## src/rtl/execute.sv

```systemverilog
// Execute stage: E pipeline register, ALU, and a sequential signed mult/div unit with HI/LO.
// Latency: ALU and forwarding are combinational from the E register; mult/div take 32 RUN cycles after the start edge.
// Backpressure: BusyE holds the E register while the MD unit runs and the E instruction reads HI/LO or issues an MD op.
//
// Ports:
//   clk, rst (async active-low)        -- clock and reset
//   *D decode-side controls and data   -- captured into the E register when BusyE=0
//   FlushE                             -- clears the control fields of the E register (bubble)
//   jumpE/RegWriteE/MemWriteE/...      -- memory-side outputs from the registered instruction
//   ALUMultOutE                        -- ALU result, or LO/HI when the instruction is mflo/mfhi
//   BusyE                              -- stall request to the hazard unit
module execute (
    input  logic        clk,
    input  logic        rst,
    input  logic        RegWriteD,
    input  logic        MemWriteD,
    input  logic        jumpD,
    input  logic        ALUSrcD,
    input  logic        RegDstD,
    input  logic [2:0]  MemtoRegD,
    input  logic [2:0]  ALUControlD,
    input  logic [1:0]  MDOpD,
    input  logic [1:0]  MDReadD,
    input  logic [31:0] RD1D,
    input  logic [31:0] RD2D,
    input  logic [31:0] SignImmD,
    input  logic [31:0] PCPlus4D,
    input  logic [4:0]  RtD,
    input  logic [4:0]  RdD,
    input  logic        FlushE,
    output logic        jumpE,
    output logic        RegWriteE,
    output logic        MemWriteE,
    output logic [2:0]  MemtoRegE,
    output logic [4:0]  WriteRegE,
    output logic [31:0] ALUMultOutE,
    output logic [31:0] WriteDataE,
    output logic [31:0] PCPlus4E,
    output logic        BusyE
);

    typedef struct packed {
        logic        reg_write;
        logic        mem_write;
        logic        jump;
        logic        alu_src;
        logic        reg_dst;
        logic [2:0]  mem_to_reg;
        logic [2:0]  alu_ctrl;
        logic [1:0]  md_op;
        logic [1:0]  md_read;
        logic [31:0] rd1;
        logic [31:0] rd2;
        logic [31:0] imm;
        logic [31:0] pc4;
        logic [4:0]  rt;
        logic [4:0]  rd;
    } ereg_t;

    typedef enum logic {S_IDLE, S_RUN} md_state_t;

    ereg_t       r_e;
    ereg_t       w_d;
    md_state_t   r_state;
    logic [4:0]  r_count;
    logic [31:0] r_hi;
    logic [31:0] r_lo;
    logic [31:0] r_op;      // multiplicand (mult) or divisor magnitude (div)
    logic [31:0] r_rem;     // partial remainder (div)
    logic [63:0] r_prod;    // product (mult); low half holds dividend/quotient (div)
    logic        r_is_div;
    logic        r_neg_q;   // product / quotient must be negated
    logic        r_neg_r;   // remainder takes dividend sign
    logic        r_dz;      // divide by zero

    logic [31:0] w_srcb;
    logic [31:0] w_alu;
    logic        w_md_start;
    logic [31:0] w_abs1;
    logic [31:0] w_abs2;
    logic [32:0] w_madd;
    logic [63:0] w_prod_mul;
    logic [32:0] w_shift;
    logic        w_ge;
    logic [31:0] w_diff;
    logic [31:0] w_rem_div;
    logic [31:0] w_q_div;
    logic [63:0] w_prod_fin;
    logic [31:0] w_quot_fin;
    logic [31:0] w_rem_fin;

    // ---------------- E pipeline register ----------------
    always_comb begin
        w_d            = '0;
        w_d.reg_write  = RegWriteD;
        w_d.mem_write  = MemWriteD;
        w_d.jump       = jumpD;
        w_d.alu_src    = ALUSrcD;
        w_d.reg_dst    = RegDstD;
        w_d.mem_to_reg = MemtoRegD;
        w_d.alu_ctrl   = ALUControlD;
        w_d.md_op      = MDOpD;
        w_d.md_read    = MDReadD;
        w_d.rd1        = RD1D;
        w_d.rd2        = RD2D;
        w_d.imm        = SignImmD;
        w_d.pc4        = PCPlus4D;
        w_d.rt         = RtD;
        w_d.rd         = RdD;
    end

    always_ff @(posedge clk or negedge rst) begin
        if (!rst) begin
            r_e <= '0;
        end else begin
            if (!BusyE) begin
                r_e <= w_d;
            end
            // Flush overrides a stall: the held instruction becomes a bubble.
            if (FlushE) begin
                r_e.reg_write  <= 1'b0;
                r_e.mem_write  <= 1'b0;
                r_e.jump       <= 1'b0;
                r_e.mem_to_reg <= 3'b000;
                r_e.md_op      <= 2'b00;
                r_e.md_read    <= 2'b00;
            end
        end
    end

    // ---------------- ALU ----------------
    assign w_srcb = r_e.alu_src ? r_e.imm : r_e.rd2;

    always_comb begin
        w_alu = '0;
        case (r_e.alu_ctrl)
            3'b000:  w_alu = r_e.rd1 & w_srcb;
            3'b001:  w_alu = r_e.rd1 | w_srcb;
            3'b010:  w_alu = r_e.rd1 + w_srcb;
            3'b011:  w_alu = r_e.rd1 ^ w_srcb;
            3'b100:  w_alu = ~(r_e.rd1 | w_srcb);
            3'b101:  w_alu = {31'b0, (r_e.rd1 < w_srcb)};
            3'b110:  w_alu = r_e.rd1 - w_srcb;
            default: w_alu = {31'b0, ($signed(r_e.rd1) < $signed(w_srcb))};
        endcase
    end

    // ---------------- MD datapath ----------------
    assign w_md_start = (r_e.md_op == 2'b01) || (r_e.md_op == 2'b10);
    assign w_abs1     = r_e.rd1[31] ? (32'd0 - r_e.rd1) : r_e.rd1;
    assign w_abs2     = r_e.rd2[31] ? (32'd0 - r_e.rd2) : r_e.rd2;

    // Shift-add multiply: add multiplicand into the upper half when the LSB is set, then shift right.
    assign w_madd     = {1'b0, r_prod[63:32]} + (r_prod[0] ? {1'b0, r_op} : 33'd0);
    assign w_prod_mul = {w_madd, r_prod[31:1]};

    // Restoring divide: shift next dividend bit into the remainder, subtract divisor if it fits.
    assign w_shift    = {r_rem, r_prod[31]};
    assign w_ge       = (w_shift >= {1'b0, r_op});
    assign w_diff     = w_shift[31:0] - r_op;
    assign w_rem_div  = w_ge ? w_diff : w_shift[31:0];
    assign w_q_div    = {r_prod[30:0], w_ge};

    // Sign fix-up on the final step. With a zero divisor every step "fits", so the
    // remainder ends as |dividend| and the sign fix-up restores the dividend itself.
    assign w_prod_fin = r_neg_q ? (64'd0 - w_prod_mul) : w_prod_mul;
    assign w_quot_fin = r_dz ? 32'hFFFF_FFFF : (r_neg_q ? (32'd0 - w_q_div) : w_q_div);
    assign w_rem_fin  = r_neg_r ? (32'd0 - w_rem_div) : w_rem_div;

    always_ff @(posedge clk or negedge rst) begin
        if (!rst) begin
            r_state  <= S_IDLE;
            r_count  <= 5'd0;
            r_hi     <= 32'd0;
            r_lo     <= 32'd0;
            r_op     <= 32'd0;
            r_rem    <= 32'd0;
            r_prod   <= 64'd0;
            r_is_div <= 1'b0;
            r_neg_q  <= 1'b0;
            r_neg_r  <= 1'b0;
            r_dz     <= 1'b0;
        end else begin
            case (r_state)
                S_IDLE: begin
                    if (w_md_start) begin
                        r_state  <= S_RUN;
                        r_count  <= 5'd0;
                        r_is_div <= (r_e.md_op == 2'b10);
                        r_neg_q  <= r_e.rd1[31] ^ r_e.rd2[31];
                        r_neg_r  <= r_e.rd1[31];
                        r_dz     <= (r_e.rd2 == 32'd0);
                        r_rem    <= 32'd0;
                        if (r_e.md_op == 2'b10) begin
                            r_op   <= w_abs2;
                            r_prod <= {32'd0, w_abs1};
                        end else begin
                            r_op   <= w_abs1;
                            r_prod <= {32'd0, w_abs2};
                        end
                    end
                end
                default: begin
                    r_count <= r_count + 5'd1;
                    if (r_is_div) begin
                        r_rem  <= w_rem_div;
                        r_prod <= {32'd0, w_q_div};
                    end else begin
                        r_prod <= w_prod_mul;
                    end
                    if (r_count == 5'd31) begin
                        r_state <= S_IDLE;
                        if (r_is_div) begin
                            r_hi <= w_rem_fin;
                            r_lo <= w_quot_fin;
                        end else begin
                            r_hi <= w_prod_fin[63:32];
                            r_lo <= w_prod_fin[31:0];
                        end
                    end
                end
            endcase
        end
    end

    // ---------------- outputs ----------------
    assign BusyE       = (r_state == S_RUN) && ((r_e.md_read != 2'b00) || w_md_start);
    assign jumpE       = r_e.jump & ~BusyE;
    assign RegWriteE   = r_e.reg_write & ~BusyE;
    assign MemWriteE   = r_e.mem_write & ~BusyE;
    assign MemtoRegE   = r_e.mem_to_reg;
    assign WriteRegE   = r_e.reg_dst ? r_e.rd : r_e.rt;
    assign WriteDataE  = r_e.rd2;
    assign PCPlus4E    = r_e.pc4;
    assign ALUMultOutE = (r_e.md_read == 2'b01) ? r_lo :
                         (r_e.md_read == 2'b10) ? r_hi : w_alu;

endmodule

```

## config.mk

```make
export PLATFORM = sky130hd
export DESIGN_NAME = execute
export DESIGN_NICKNAME = d
export VERILOG_FILES = /design/src/rtl/execute.sv
export SDC_FILE = /design/constraint.sdc
export NUM_CORES = 1
export LEC_CHECK = 0
export BUFFER_PORTS_ARGS = -buffer_cell sky130_fd_sc_hd__buf_2
export CORE_MARGIN = 10
export CORE_UTILIZATION = 45
export DETAILED_ROUTE_END_ITERATION = 16
export GPL_TIMING_DRIVEN = 0
export HOLD_SLACK_MARGIN = 0.06
export MAX_ROUTING_LAYER = met4
export SYNTH_ARGS = -nofsm -noshare
export SYNTH_HDL_FRONTEND = slang
export SYNTH_SLANG_ARGS = --single-unit
```

## constraint.sdc

```tcl
create_clock -name clk -period 8.34 [get_ports clk]
set_input_delay 0.834 -clock clk [delete_from_list [all_inputs] [get_ports clk]]
set_output_delay 0.834 -clock clk [all_outputs]
set_load 0.01 [all_outputs]
```

**Word-level counts from Yosys, hierarchy flattened**

Cells that the tools add are included.

- Word-level logic and storage cells: 104
- Register bits: 355
- Input bits: 156

- Reductions and logical operators: 10
- Add/subtract/negate cells: 10
- Bitwise gates (word level): 10
- Order comparisons: 3
- Equal/unequal tests: 13
- Muxes and demuxes: 32

Operators with widths:

| kind | count |
|---|---|
| two-way mux 32 bit | 17 |
| two-way mux 64 bit | 4 |
| one-hot mux 32 bit (7 select lines) | 1 |
| two-way mux 153 bit | 1 |
| subtractor 1 x 32 -> 32 bit, first input constant | 4 |
| < comparator 32 bit | 2 |
| subtractor 1 x 64 -> 64 bit, first input constant | 1 |
| subtractor 32 bit | 2 |
| adder 32 x 32 -> 33 bit | 1 |
| >= comparator 33 x 32 -> 1 bit | 1 |
| adder 32 bit | 1 |
| bitwise AND 32 bit | 1 |
| zero test 32 bit | 1 |
| NOT 32 bit | 1 |
| bitwise OR 32 bit | 1 |
| XOR 32 bit | 1 |
| two-way mux 5 bit | 3 |
| equality test 3 bit, second input constant | 3 |
| equality test 3 x 2 -> 1 bit, second input constant | 2 |
| two-way mux 3 bit | 2 |
| AND reduction 2 bit | 3 |
| adder 5 x 1 -> 5 bit, second input constant | 1 |
| equality test 5 bit, second input constant | 1 |
| equality test 2 x 1 -> 1 bit, second input constant | 2 |
| other kinds (13) | 21 |

**Logic depth before layout (Yosys ltp)**

- Depth in word-level cells: 6
- Mapped depth: 24
- Depth with buffers taken out: 20

**Worst setup path after synthesis**

OpenSTA, ideal clock, no wires.

- Kind: register to register
- Start: reg r_prod[31]
- End: reg r_hi[30]
- Data required time: 8.212 ns
- Slack: 2.905 ns
- Period minus slack after synthesis: 5.435 ns
- Arrival time: 5.307 ns
- Path buffers: 4
- Cell stages (with the launch flop): 25
- Cells stage by stage: dfrtp_1 clkbuf_1 inv_1 ha_1 nand2b_1 a21o_1 nand3_1 a211oi_1 o31a_1 nand2_1 buf_2 buf_1 clkbuf_1 nand2_1 o21ai_0 ha_1 nand3b_1 or4_1 nor3_1 a41oi_1 or4_1 o41a_1 mux2i_1 a21oi_1 o21ai_0

- Longest elaborated chain between the ends: 5
- Elaborated cells on any way between the ends: 8
- Those cells by class: add/sub (3); order compare (1); mux (4)

Ends and longest elaborated chain:

| what | line | text |
|---|---|---|
| start: declaration | 70 | `logic [63:0] r_prod;` |
| start signal: assignment | 196 | `r_prod <= {32'd0, w_abs1};` |
| start signal: assignment | 199 | `r_prod <= {32'd0, w_abs2};` |
| start signal: assignment | 207 | `r_prod <= {32'd0, w_q_div};` |
| subtractor 32 bit or >= comparator 33 x 32 -> 1 bit (tied branches) | 160, 159 |  |
| two-way mux 32 bit | 161 | `assign w_rem_div = w_ge ? w_diff : w_shift[31:0];` |
| subtractor 1 x 32 -> 32 bit | 168 | `assign w_rem_fin = r_neg_r ? (32'd0 - w_rem_div) : w_rem_div;` |
| two-way mux 32 bit | 168 |  |
| two-way mux 32 bit * | 213 | `if (r_is_div) begin` |
| end signal: assignment | 214 | `r_hi <= w_rem_fin;` |
| end signal: assignment | 217 | `r_hi <= w_prod_fin[63:32];` |
| end: declaration | 66 | `logic [31:0] r_hi;` |

Mark *: on every way between the ends. The rest lies on a longest branch, timed or not.
A chain may end at the register's enable or synchronous reset.

**Final worst setup path**

Same ends and word-level chain as after synthesis.

==> key figures <==
Synth
  • Top cells by area, synth: dfrtp_1, nand2_1, ha_1
  • Synth area leader: dfrtp_1
  • FFs w/ async S/R, synth: 1.000
  • Synthesized flop and latch total: 355
  • Post-synthesis sequential area ratio: 0.2954
  • Synth top area share: 0.2954
  • Syn Inst Count: 3891
  • Post-synth top flop: dfrtp_1
  • Post-synth EDFFs: 0
  • Syn_nets: 4220
  • Synth warn: 0
  • Synth cell types: 97
  • Syn_area_per_cell: 7.729 sq um
  • Mapped cell area: 30070 sq um

Global route
  • GRT overflow: 0
  • Pin count of the biggest net entering global routing: 119
  • Antenna violations before repair: 7
  • Vias in the first global route: 29710
  • Global-route wire length before repair: 200600 microns
  • Gr usage total: 0.3517

Clock network
  • Clk pin slew, worst setup/hold paths: ~0.060 ns
  • Post-CTS Setup Bufs: 0
  • Hold buffers post-CTS: 0
  • Clk root buf: clkbuf_16
  • Resize count post-CTS: 0
  • Cts bufs inserted: 46
  • Clk Latency, worst-skew pair: 0.62 ns
  • CTS tree: built
  • H-tree depth: 2
  • CTS Buffer Depth: 3
  • Clock tree sinks: 355

Setup path
  • Critical path endpoint: r_hi[30]$_DFFE_PN0P_
  • Worst setup SP type: flip-flop
  • Crit path from: r_prod[31]$_DFFE_PN0P_
  • Worst EP required: ~8.8 ns
  • CP endpoint kind: flip-flop
  • Reg2reg start: r_prod[31]$_DFFE_PN0P_
  • WP data arrival: 8.42 ns
  • Crit-path max FO: 10
  • Register-to-register setup slack: 0.41 ns
  • Worst R2R Path Depth: 23
  • WS Path Type: flip-flop to flip-flop
  • Reg-to-Reg End: r_hi[30]$_DFFE_PN0P_

STA
  • Setup TNS: 0 ns
  • Post-layout min period: 7.927 ns
  • Fin. Hold Viols: 0
  • RSZ-0062 raised after global routing: no
  • Worst-Margin Slew: 1.524 ns
  • Worst relative slew slack: -0.01579
  • Clock skew: around 0.025 ns
  • Final setup viols: 0
  • Pins Over Slew Limit: 1
  • Final WS setup: 0.4134 ns
  • Crit share post-route: 0.9504
  • Fmax: 126.2 MHz

Route
  • Number of routed nets with antenna violations: 0
  • Wirelength per Cell: 26.83 microns
  • Drt initial violations: 3770
  • Max Used Layer: met4
  • Metal3 WL: 12930 microns
  • Via count: around 32000
  • Wire length on met2: 59400 microns
  • Residual DRC count: 0
  • DR pass1 iterations: 7
  • Met1 WL: approximately 59000 microns
  • Vias per std cell: 6.209
  • Routed wire length: roughly 140000 microns

Die
  • Die Y: 278.5 microns
  • Io pins: 264
  • Initial Utilization: 0.4558
  • Die span in x: 278.5 microns
  • Die area: 77570 sq um
  • Core Area: ~66000 sq um
  • Rows: 94

Run status
  • Status: finished with violations
  • Failing checks: slew limit

Place
  • IO buf count: 262
  • Final HPWL DP: 110500 microns
  • Dpl ws: between 0.3 and 0.4 ns
  • RePlAce Congestion: 1.019

Worst hold path
  • Worst min path class: input port to asynchronous set/reset pin

Flow run
  • Maxcap violations: 0

Cells and area
  • Area Overhead vs Synth: 14.25%
  • Share of cells above drive strength 1: 0.1156
  • Final net count: between 4000 and 5000
logic make-up after synthesis:
logic type | after synthesis | synth area share
AO/OA/AOI/OAI | 1146 | 0.2486
XOR/XNOR | 223 | 0.06519
adder cells (fa/ha/maj) | 173 | 0.07297
buffers and inverters | 497 | 0.07077
flip-flops | 355 | 0.2954
multiplexers | 142 | 0.04822
AND/OR/NAND/NOR | 1355 | 0.1988
how the worst min path moves through the flow:
stage,end
global route,r_hi[13]$_DFFE_PN0P_
detailed placement,r_e[0]$_DFFE_PN0N_
global placement,r_e[7]$_DFFE_PN0N_
floorplan,r_e[0]$_DFFE_PN0N_
CTS,r_hi[24]$_DFFE_PN0P_
finish,r_hi[24]$_DFFE_PN0P_
per-stage QoR:
stage	hold WS, ns	instances	instance area [sq um]	utilization
detailed placement	0.4566	5023	32600	0.4940
global route	0.1539	5115	34350	0.5205
global placement	0.4461	5017	32470	0.4921
CTS	0.1357	5109	34320	0.5201
floorplan	0.4331	3891	30070	-
finish	0.1326	5120	34360	0.5207
cells in the final DEF, fill, tap and decap left out, drive strengths merged, types with 14 or more instances in the layout:
cell type / Yosys / final
nand2: 722 / 722
buf: 96 / 363
dfrtp: 355 / 355
o21ai: 339 / 339
clkbuf: 224 / 280
nor2: 276 / 276
a21oi: 244 / 244
inv: 171 / 173
ha: 169 / 169
xnor2: 168 / 168
mux2i: 128 / 128
a211oi: 86 / 86
nor3: 67 / 67
xor2: 55 / 55
or3: 46 / 46
o31ai: 45 / 45
a21o: 43 / 43
nand3: 40 / 40
o211ai: 40 / 40
a22o: 39 / 39
o22ai: 35 / 35
nand2b: 30 / 30
nand4: 27 / 27
nor4: 27 / 27
a22oi: 26 / 26
and3: 22 / 22
o21bai: 22 / 22
a31oi: 22 / 22
o221ai: 22 / 22
or4: 22 / 22
a221o: 21 / 21
o21a: 19 / 19
nor2b: 19 / 19
o41ai: 19 / 19
clkinv: 6 / 19
or2: 14 / 14
cell type report:
class	instances	area (sq um)
fill	6607	31620
buffer	320	1471
antenna	10	25.02
tap	864	1081
clock buffer	56	1249
multi-input combinational	3039	19070
sequential	355	8884
clock inverter	30	473.0
timing repair buffer	269	1444
inverter	177	664.4
cell usage after synthesis, types with 40 or more instances:
master    number
a211oi_1      85
a21o_1        42
a21oi_1      244
buf_4         67
clkbuf_1     223
dfrtp_1      355
ha_1         169
inv_1        168
mux2i_1      128
nand2_1      722
nand3_1       40
nor2_1       276
nor3_1        67
o211ai_1      40
o21ai_0      331
o31ai_1       45
or3_1         44
xnor2_1      168
xor2_1        54
metal layers:
metal | GRT usage | up-vias
met3 | 0.07146 | 243
met2 | 0.5152 | 1626
met4 | 0.1297 | 0
met1 | 0.4727 | 15500
met5 | - | -
li1 | - | 14420
sequential cells by signal, indices dropped and copies added, names as in the netlist:
| signal | cells |
|---|---|
| r_e | 86 |
| r_count | 5 |
| r_is_div | 1 |
| r_neg_r | 1 |
| r_dz | 1 |
| WriteDataE | 32 |
| r_rem | 32 |
| r_state | 1 |
| PCPlus4E | 32 |
| r_lo | 32 |
| r_prod | 64 |
| r_op | 32 |
| r_hi | 32 |
| MemtoRegE | 3 |
| r_neg_q | 1 |
critical path, stage by stage (launching register included):
cell and delay, ns:
dfrtp_1 0.36, clkbuf_1 0.33, inv_1 0.37, ha_1 0.30, nand2b_1 0.18, a21o_1 0.20
nand3_1 0.23, a211oi_1 0.77, o31a_1 0.31, nand2_1 0.12, buf_2 0.24, clkdlybuf4s15_1 0.61
clkbuf_2 0.46, o21ai_1 0.48, ha_1 0.34, nand3b_1 0.16, or4_1 0.52, nor3_1 0.21
a41oi_1 0.19, or4_1 0.58, o41a_1 0.44, mux2i_1 0.18, a21oi_1 0.12, o21ai_0 0.09
Power is left out: the tool's default activity adds up to more than one toggle a clock period on the data nets, which glitch-free logic cannot reach.
